[config.mk]
export PLATFORM = sky130hd
export DESIGN_NAME = mux_4_1_arbiter_flat
export DESIGN_NICKNAME = d
export VERILOG_FILES = /design/src/rtl/mux_4_1_arbiter_pkg.sv /design/src/rtl/mux_4_1_arbiter_if.sv /design/src/rtl/mux_4_1_arbiter_rr_pick4.sv /design/src/rtl/mux_4_1_arbiter.sv /design/src/flat_wrapper.sv
export SDC_FILE = /design/constraint.sdc
export NUM_CORES = 1
export LEC_CHECK = 0
export ABC_AREA = 1
export ABC_CLOCK_PERIOD_IN_PS = 2900
export CAP_MARGIN = 20
export CORE_UTILIZATION = 45
export CTS_BUF_LIST = sky130_fd_sc_hd__clkbuf_8 sky130_fd_sc_hd__clkbuf_16
export DETAILED_ROUTE_END_ITERATION = 16
export PLACE_DENSITY = 0.74
export RECOVER_POWER = 25
export REMOVE_ABC_BUFFERS = 1
export SYNTH_ARGS = -nofsm -noshare
export SYNTH_HDL_FRONTEND = slang
export SYNTH_SLANG_ARGS = --single-unit
export TNS_END_PERCENT = 5
[constraint.sdc]
create_clock -name clk -period 2.9 [get_ports clk]
set_input_delay 0.29 -clock clk [delete_from_list [all_inputs] [get_ports clk]]
set_output_delay 0.29 -clock clk [all_outputs]
set_load 0.03 [all_outputs]
[src/rtl/mux_4_1_arbiter_pkg.sv]
// Shared constants, FSM state type and helpers for the 4-requester round-robin
// arbiter that drives the select lines of a 4:1 single-bit mux.
package mux_arb_pkg;

  localparam int N_REQ = 4;
  localparam int SEL_W = 2;

  typedef enum logic {
    IDLE  = 1'b0,
    GRANT = 1'b1
  } state_t;

  // Binary index of a one-hot vector; returns 0 for an all-zero input.
  function automatic logic [SEL_W-1:0] onehot_to_idx(input logic [N_REQ-1:0] onehot);
    logic [SEL_W-1:0] idx;
    idx = '0;
    for (int k = 0; k < N_REQ; k++) begin
      if (onehot[k]) idx = idx | SEL_W'(k);
    end
    return idx;
  endfunction

endpackage

[src/rtl/mux_4_1_arbiter_if.sv]
// Request/grant bundle between the requesters (master) and the arbiter (slave).
interface mux_4_1_arbiter_if;
  import mux_arb_pkg::*;

  logic             en;
  logic [N_REQ-1:0] req;
  logic [N_REQ-1:0] gnt;
  logic [SEL_W-1:0] sel;
  logic             busy;

  modport master (
    output en,
    output req,
    input  gnt,
    input  sel,
    input  busy
  );

  modport slave (
    input  en,
    input  req,
    output gnt,
    output sel,
    output busy
  );

endinterface

[src/rtl/mux_4_1_arbiter_rr_pick4.sv]
// Combinational round-robin picker: scans upward from last+1 with wrap-around
// and returns the first requester that is both requesting and unmasked.
module rr_pick4
  import mux_arb_pkg::*;
(
  input  logic [N_REQ-1:0] req,
  input  logic [SEL_W-1:0] last,
  input  logic [N_REQ-1:0] mask,
  output logic [SEL_W-1:0] winner_idx,
  output logic             found
);

  logic [N_REQ-1:0] eligible;

  assign eligible = req & mask;

  // NOTE: every output of a combinational block gets a default before any
  // branch, otherwise paths that skip the assignment infer latches.
  always_comb begin
    logic [SEL_W-1:0] idx;
    found      = 1'b0;
    winner_idx = '0;
    idx        = '0;
    for (int k = 1; k <= N_REQ; k++) begin
      idx = last + SEL_W'(k);
      if (!found && eligible[idx]) begin
        found      = 1'b1;
        winner_idx = idx;
      end
    end
  end

endmodule

[src/rtl/mux_4_1_arbiter.sv]
// Round-robin arbiter with a bounded hold time; registers a one-hot grant and
// the matching 4:1 mux select so there is no combinational req->gnt path.
module mux_4_1_arbiter
  import mux_arb_pkg::*;
#(
  parameter int MAX_HOLD = 8,
  parameter int CNT_W    = 8
) (
  input  logic                clk,
  input  logic                rst_n,
  mux_4_1_arbiter_if.slave    bus
);

  state_t            state_q, state_d;
  logic [N_REQ-1:0]  gnt_q, gnt_d;
  logic [SEL_W-1:0]  sel_q, sel_d;
  logic [SEL_W-1:0]  last_q, last_d;
  logic [CNT_W-1:0]  hold_q, hold_d;

  logic [SEL_W-1:0]  winner_idx;
  logic              found;
  logic              owner_req;
  logic              others_pending;
  logic              hold_full;

  // Masking with ~gnt excludes the owner during expiry rotation; in IDLE gnt
  // is zero so the same picker performs a fresh arbitration.
  rr_pick4 u_pick (
    .req        (bus.req),
    .last       (last_q),
    .mask       (~gnt_q),
    .winner_idx (winner_idx),
    .found      (found)
  );

  assign owner_req      = |(bus.req & gnt_q);
  assign others_pending = |(bus.req & ~gnt_q);
  assign hold_full      = (hold_q == CNT_W'(MAX_HOLD));

  always_comb begin
    state_d = state_q;
    gnt_d   = gnt_q;
    sel_d   = sel_q;
    last_d  = last_q;
    hold_d  = hold_q;

    unique case (state_q)
      IDLE: begin
        gnt_d = '0;
        if (bus.en && found) begin
          state_d = GRANT;
          gnt_d   = N_REQ'(1) << winner_idx;
          sel_d   = winner_idx;
          last_d  = winner_idx;
          hold_d  = CNT_W'(1);
        end
      end

      GRANT: begin
        if (!owner_req || (others_pending && hold_full)) begin
          // Release or expiry: hand off back-to-back when allowed, else go idle.
          if (bus.en && found) begin
            gnt_d  = N_REQ'(1) << winner_idx;
            sel_d  = winner_idx;
            last_d = winner_idx;
            hold_d = CNT_W'(1);
          end else begin
            state_d = IDLE;
            gnt_d   = '0;
            hold_d  = '0;
          end
        end else if (!hold_full) begin
          hold_d = hold_q + CNT_W'(1);
        end
      end

      default: begin
        state_d = IDLE;
        gnt_d   = '0;
      end
    endcase
  end

  // NOTE: sequential state uses non-blocking assignments so every register
  // samples the pre-edge values, independent of block ordering.
  always_ff @(posedge clk or negedge rst_n) begin
    if (!rst_n) begin
      state_q <= IDLE;
      gnt_q   <= '0;
      sel_q   <= '0;
      last_q  <= SEL_W'(N_REQ - 1);
      hold_q  <= '0;
    end else begin
      state_q <= state_d;
      gnt_q   <= gnt_d;
      sel_q   <= sel_d;
      last_q  <= last_d;
      hold_q  <= hold_d;
    end
  end

  assign bus.gnt  = gnt_q;
  assign bus.sel  = sel_q;
  assign bus.busy = |gnt_q;

endmodule

[src/flat_wrapper.sv]
// flat-port wrapper written by rule: the top's interface ports become plain ports
module mux_4_1_arbiter_flat import mux_arb_pkg::*;
#(
  parameter int MAX_HOLD = 8,
  parameter int CNT_W    = 8
)
  (clk, rst_n, bus_en, bus_req, bus_gnt, bus_sel, bus_busy);
  mux_4_1_arbiter_if bus_i ();
  input  logic clk;
  input  logic rst_n;
  input wire logic [$bits(bus_i.en)-1:0] bus_en;
  input wire logic [$bits(bus_i.req)-1:0] bus_req;
  output wire logic [$bits(bus_i.gnt)-1:0] bus_gnt;
  output wire logic [$bits(bus_i.sel)-1:0] bus_sel;
  output wire logic [$bits(bus_i.busy)-1:0] bus_busy;
  assign bus_i.en = bus_en;
  assign bus_i.req = bus_req;
  assign bus_gnt = bus_i.gnt;
  assign bus_sel = bus_i.sel;
  assign bus_busy = bus_i.busy;
  mux_4_1_arbiter #(.MAX_HOLD(MAX_HOLD), .CNT_W(CNT_W)) u_core (.clk(clk), .rst_n(rst_n), .bus(bus_i));
endmodule
==> After elaboration in Yosys (flattened, before gate mapping) <==
Index checks and enable logic that the tools add are counted.
W data, S select, Z words.
{ "word_totals": {"inputBits": 7, "reg_bits": 17, "elab_cells": 69, "out_inout_bits": 7} }
{ "classes": {"n_addsub": 4, "bitwise": 4, "muxes": 33, "n_reduce_logical": 14, "shifts": 1, "order_cmp": 4, "n_eq_ne": 4} }
{ "op_table": {"columns": ["operator", "n"], "rows": [
  ["$mux W8", 3],
  ["$mux W2", 8],
  ["$pmux W8 S2", 1],
  ["$lt A2 B3 Y1 const B", 4],
  ["$reduce_or A4 Y1", 3],
  ["$mux W1", 11],
  ["$add A8 B1 Y8 const B", 1],
  ["$and A4 B4 Y4", 2],
  ["$bmux W1 S2", 4],
  ["$eq A8 B4 Y1 const B", 1],
  ["$mux W4", 2],
  ["$pmux W2 S2", 2],
  ["$pmux W4 S2", 1],
  ["$logic_and A1 B1 Y1", 5],
  ["$add A2 B2 Y2 const B", 2],
  ["$logic_not A1 Y1", 4],
  ["$not A4 Y4", 1],
  ["$shl A1 B2 Y4 const A", 1],
  ["$ne A3 B3 Y1 const B", 1],
  ["$add A2 B1 Y2 const B", 1],
  ["$ne A2 B1 Y1 const B", 1],
  ["$ne A2 B2 Y1 const B", 1],
  ["$pmux W1 S2", 1],
  ["$reduce_and A2 Y1", 1],
  ["2 further kinds", 2]
]} }

==> Longest topological paths before layout <==
{ "logic_depth": {"word_depth": 18, "depth_mapped": 13, "mapped_depth_nobuf": 12} }

==> Modules after synthesis <==
Synthesis repeated with hierarchy kept, for this count alone.
{ "hier_totals": {"cells_unflattened": 180, "area_unflattened_um2": 1257.5} }
{ "modules_own_cells": {"columns": ["mod", "seq_area_each_um2", "cells_each", "instances", "area_each_um2"], "rows": [
  ["mux_4_1_arbiter", 427.9, 125, 1, 952.2],
  ["rr_pick4", 0.0, 55, 1, 305.3]
]} }

==> Least setup slack after synthesis <==
Ideal clock, no wire load.
{ "synth_path": {"path_type": "register to register", "from": "register u_core.gnt_q[0] (netlist: u_core.bus.gnt[0])", "to": "register u_core.sel_q[0] (netlist: u_core.bus.sel[0])", "stages_incl_launch_ff": 12, "path_buffers": 0, "slack_ns": 1.335, "arrival_ns": 1.446, "path_cell_list": "dfrtp_1 inv_1 nand2_1 nand2_2 nor2_4 inv_2 nand2_2 nand3_4 nand2_4 inv_2 nor2_1 nor2_1"} }
{ "synth_between": {"elab_chain_cells": 18, "elab_cells_between_ends": 35} }
{ "synth_rtl": {"columns": ["item", "line", "rtl"], "rows": [
  ["start, declared", "mux_4_1_arbiter.sv:15", "logic [N_REQ-1:0] gnt_q, gnt_d;"],
  ["start signal, assigned", "mux_4_1_arbiter.sv:95", "gnt_q <= gnt_d;"],
  ["$not A4 Y4", "mux_4_1_arbiter.sv:31, mux_4_1_arbiter.sv:37", null],
  ["$and A4 B4 Y4", "mux_4_1_arbiter_rr_pick4.sv:15, mux_4_1_arbiter.sv:37", null],
  ["$bmux W1 S2", "mux_4_1_arbiter_rr_pick4.sv:26", "if (!found && eligible[idx]) begin"],
  ["$mux W1 (not written as such)", "mux_4_1_arbiter_rr_pick4.sv:26", null],
  ["$mux W1", "mux_4_1_arbiter_rr_pick4.sv:26", null],
  ["$logic_not A1 Y1", "mux_4_1_arbiter_rr_pick4.sv:26", null],
  ["$logic_and A1 B1 Y1", "mux_4_1_arbiter_rr_pick4.sv:26", null],
  ["$mux W1", "mux_4_1_arbiter_rr_pick4.sv:26", null],
  ["(+2 left out)", null, null],
  ["$mux W1", "mux_4_1_arbiter_rr_pick4.sv:26", null],
  ["$logic_not A1 Y1", "mux_4_1_arbiter_rr_pick4.sv:26", null],
  ["$logic_and A1 B1 Y1", "mux_4_1_arbiter_rr_pick4.sv:26", null],
  ["$mux W1", "mux_4_1_arbiter_rr_pick4.sv:26", null],
  ["$logic_and A1 B1 Y1", "mux_4_1_arbiter.sv:50, mux_4_1_arbiter.sv:62", null],
  ["$mux W2", "mux_4_1_arbiter.sv:50, mux_4_1_arbiter.sv:62", null],
  ["$mux W2", "mux_4_1_arbiter.sv:60", "if (!owner_req || (others_pending && hold_full)) begin"],
  ["$pmux W2 S2", "mux_4_1_arbiter.sv:47", "unique case (state_q)"],
  ["end signal, assigned", "mux_4_1_arbiter.sv:96", "sel_q <= sel_d;"],
  ["end, declared", "mux_4_1_arbiter.sv:16", "logic [SEL_W-1:0] sel_q, sel_d;"]
]} }
Several ways; a longest one is shown, not always the timed one. The select of a mux whose other input is x is not followed.
A chain may end at the register's enable or synchronous reset.

==> Worst setup path after layout <==
{ "layout_path": {"from": "register u_core.gnt_q[2] (netlist: u_core.bus.gnt[2])", "to": "output bus_busy"} }
{ "layout_between": {"elab_chain_cells": 1} }
{ "layout_rtl": {"columns": ["item", "line", "rtl"], "rows": [
  ["$reduce_or A4 Y1", "mux_4_1_arbiter.sv:104", "assign bus.busy = |gnt_q;"],
  ["end, declared", "flat_wrapper.sv:15", "output wire logic [$bits(bus_i.busy)-1:0] bus_busy;"]
]} }
Every way passes these cells.

==> flow_metrics.env <==
export IMPL_outcome="completed"
export IMPL_final_common_cell="nand2_1"
export IMPL_die_h_um=54.9
export IMPL_clk_pin_slew_ns=0.06
export IMPL_postSynthCellCount=172
export IMPL_cp_max_fo=4
export IMPL_finalCoreUtilization=0.567
export IMPL_via_per_inst=5.47
export IMPL_setup_tns_ns=0
export IMPL_drv_slew=0
export IMPL_postCtsHoldBufs=0
export IMPL_hold_viol_final=0
export IMPL_syn_cell_area_mm2=0.00126
export IMPL_cts_root_buf="clkbuf_8"
export IMPL_grt_max_degree=18
export IMPL_ant_nets=0
export IMPL_core_area_mm2=0.00257
export IMPL_rows=18
export IMPL_syn_mean_instance_area_um2=7.32
export IMPL_hold_path_class="reg2reg"
export IMPL_io_pins=14
export IMPL_cts_max_level=1
export IMPL_cts_resized=0
export IMPL_cts_num_sinks=17
export IMPL_drive_above_1_share=0.193
export IMPL_p_per_area_mw_per_mm2=923
export IMPL_cp_arrival_ns=1.58
export IMPL_drc=0
export IMPL_cts_setup_buffers=0
export IMPL_worstMarginPinSlew_ns=0.789
export IMPL_p_total_mw=1.34
export IMPL_ys_seq_area_frac=0.340
export IMPL_wl_per_cell_um=12.7
export IMPL_worstSetupEndpointType="output port"
export IMPL_ys_warn_count=0
export IMPL_numCtsBuffers=3
export IMPL_maxCapViolations=0
export IMPL_synth_ff_type="dfrtp_1"
export IMPL_routed_wl_mm=2.75
export IMPL_final_nets=197
export IMPL_p_leak_nw=0.699
export IMPL_rsz0062_at_grt="false"
export IMPL_yosys_cell_types_count=29
export IMPL_worstSetupPathType="reg2out"
export IMPL_portBuffers=13
export IMPL_dieArea_mm2=0.00301
export IMPL_relSlewSlack=0.472
export IMPL_gp_congestion=0.953
export IMPL_drtPass1Iterations=4
export IMPL_die_w_um=54.9
export IMPL_fin_skew_ns=0.00426
export IMPL_pre_cts_slack_ns=1.07
export IMPL_clock_latency_ns=0.25
export IMPL_start_kind="flop"
export IMPL_fin_crit_sh=0.645
export IMPL_vdd_drop_max_v=0.000625
export IMPL_dp_hpwl_mm=2.14
export IMPL_period_minus_slack_ns=1.87
export IMPL_cts_tree="done"
export IMPL_fmaxAchievable_mhz=535
export IMPL_grt_total_usage=0.210
export IMPL_synth_edf_count=0
export IMPL_antenna_cells=0
export IMPL_grt_pass1_wl_mm=4.50
export IMPL_ys_async_sr_fraction=1.00
export IMPL_overflow=0
export IMPL_antenna_found_initial=0
export IMPL_worst_ep_required_time_ns=2.61
export IMPL_initial_utilization=0.490
export IMPL_drt_initial_drc_count=29
export IMPL_cts_path_max_buffers=2
export IMPL_setup_violations_final=0
export IMPL_setup_ws_ns=1.03
export IMPL_most_common_layout_cells="nand2_1, nand3_1, dfrtp_1"
export IMPL_vias=1188
export IMPL_area_delta_synth_final_pct=15.6
export IMPL_ys_ff_latch=17
export IMPL_grt_pass1_vias=1044
==> worst paths after layout <==
path                            slack, ns  cells after the start                            end                          start
worst max-delay path                 1.03                      3                       bus_busy  u_core.bus.gnt[2]$_DFFE_PN0P_
worst min-delay path                 0.50                      2  u_core.bus.sel[1]$_DFFE_PN0P_  u_core.bus.sel[1]$_DFFE_PN0P_
worst max register to register       1.23                      8  u_core.bus.gnt[0]$_DFFE_PN0P_   u_core.last_q[0]$_DFFE_PN1P_
worst min register to register       0.50                      2  u_core.bus.sel[1]$_DFFE_PN0P_  u_core.bus.sel[1]$_DFFE_PN0P_
max in group asynchronous            1.84                      1   u_core.hold_q[2]$_DFFE_PN0P_                          rst_n
min in group asynchronous            0.56                      1   u_core.hold_q[4]$_DFFE_PN0P_                          rst_n
==> worst max-delay path, stage by stage, from the launching register on <==
cell             delay (ns)
dfrtp_1                0.43
inv_1                  0.13
nand4_1                0.10
clkdlybuf4s50_1        0.67
==> registers in the layout, summed over array words and instances (netlist names) <==
name            count
u_core.bus.gnt      4
u_core.bus.sel      2
u_core.hold_q       8
u_core.last_q       2
u_core.state_q      1
==> Yosys cell counts (4+ instances only) <==
library cell  instances  area share
dfrtp_1              15        0.30
inv_1                13       0.039
inv_2                 7       0.021
nand2_1              52        0.16
nand2_2              10       0.050
nand3_1              17       0.068
nand3_2               6       0.048
nand4_1               7       0.035
nor2_1                8       0.024
o21ai_0               8       0.032
xor2_1                4       0.028
==> report_power, final <==
| part | leakage [nW] | switching, mW | internal [mW] |
|---|---|---|---|
| clock | 0.0269 | 0.0779 | 0.0939 |
| sequential | 0.219 | 0.0874 | 0.306 |
| combinational | 0.453 | 0.505 | 0.272 |
==> area by class of cell <==
class                      count  area [um^2]
clock buffer                   3         41.3
multi-input combinational    132          728
tap                           30         37.5
fill                         248         1110
inverter                      21         86.3
clock inverter                 1         3.75
timing repair buffer          13          130
sequential                    17          428
==> metrics by stage <==
stage          hold slack, ns  instances  area (um^2)
2_1_floorplan        -0.00559        170         1240
3_3_place_gp            0.474        213         1410
3_5_place_dp            0.485        213         1410
4_1_cts                 0.503        217         1460
5_1_grt                 0.528        217         1460
6_report                0.498        217         1460
==> cell families after synthesis <==
group / Yosys count / share of synthesized area
buffers and inverters: 23 / 0.0815
AOI/OAI and AO/OA: 16 / 0.0785
DFF: 17 / 0.340
and+or+nand+nor: 110 / 0.452
adders and majority gates: 2 / 0.0199
xor gates and xnor gates: 4 / 0.0278
==> metal layers <==
layer	vias up	global-route usage	routed length, um	share of wire
met5	-	0	0	0
met4	0	0.0256	19	0.0069
met3	4	0.0583	182	0.066
met2	36	0.355	1240	0.45
met1	559	0.271	1320	0.48
li1	589	-	-	-
(Power assumes the default switching activity.)
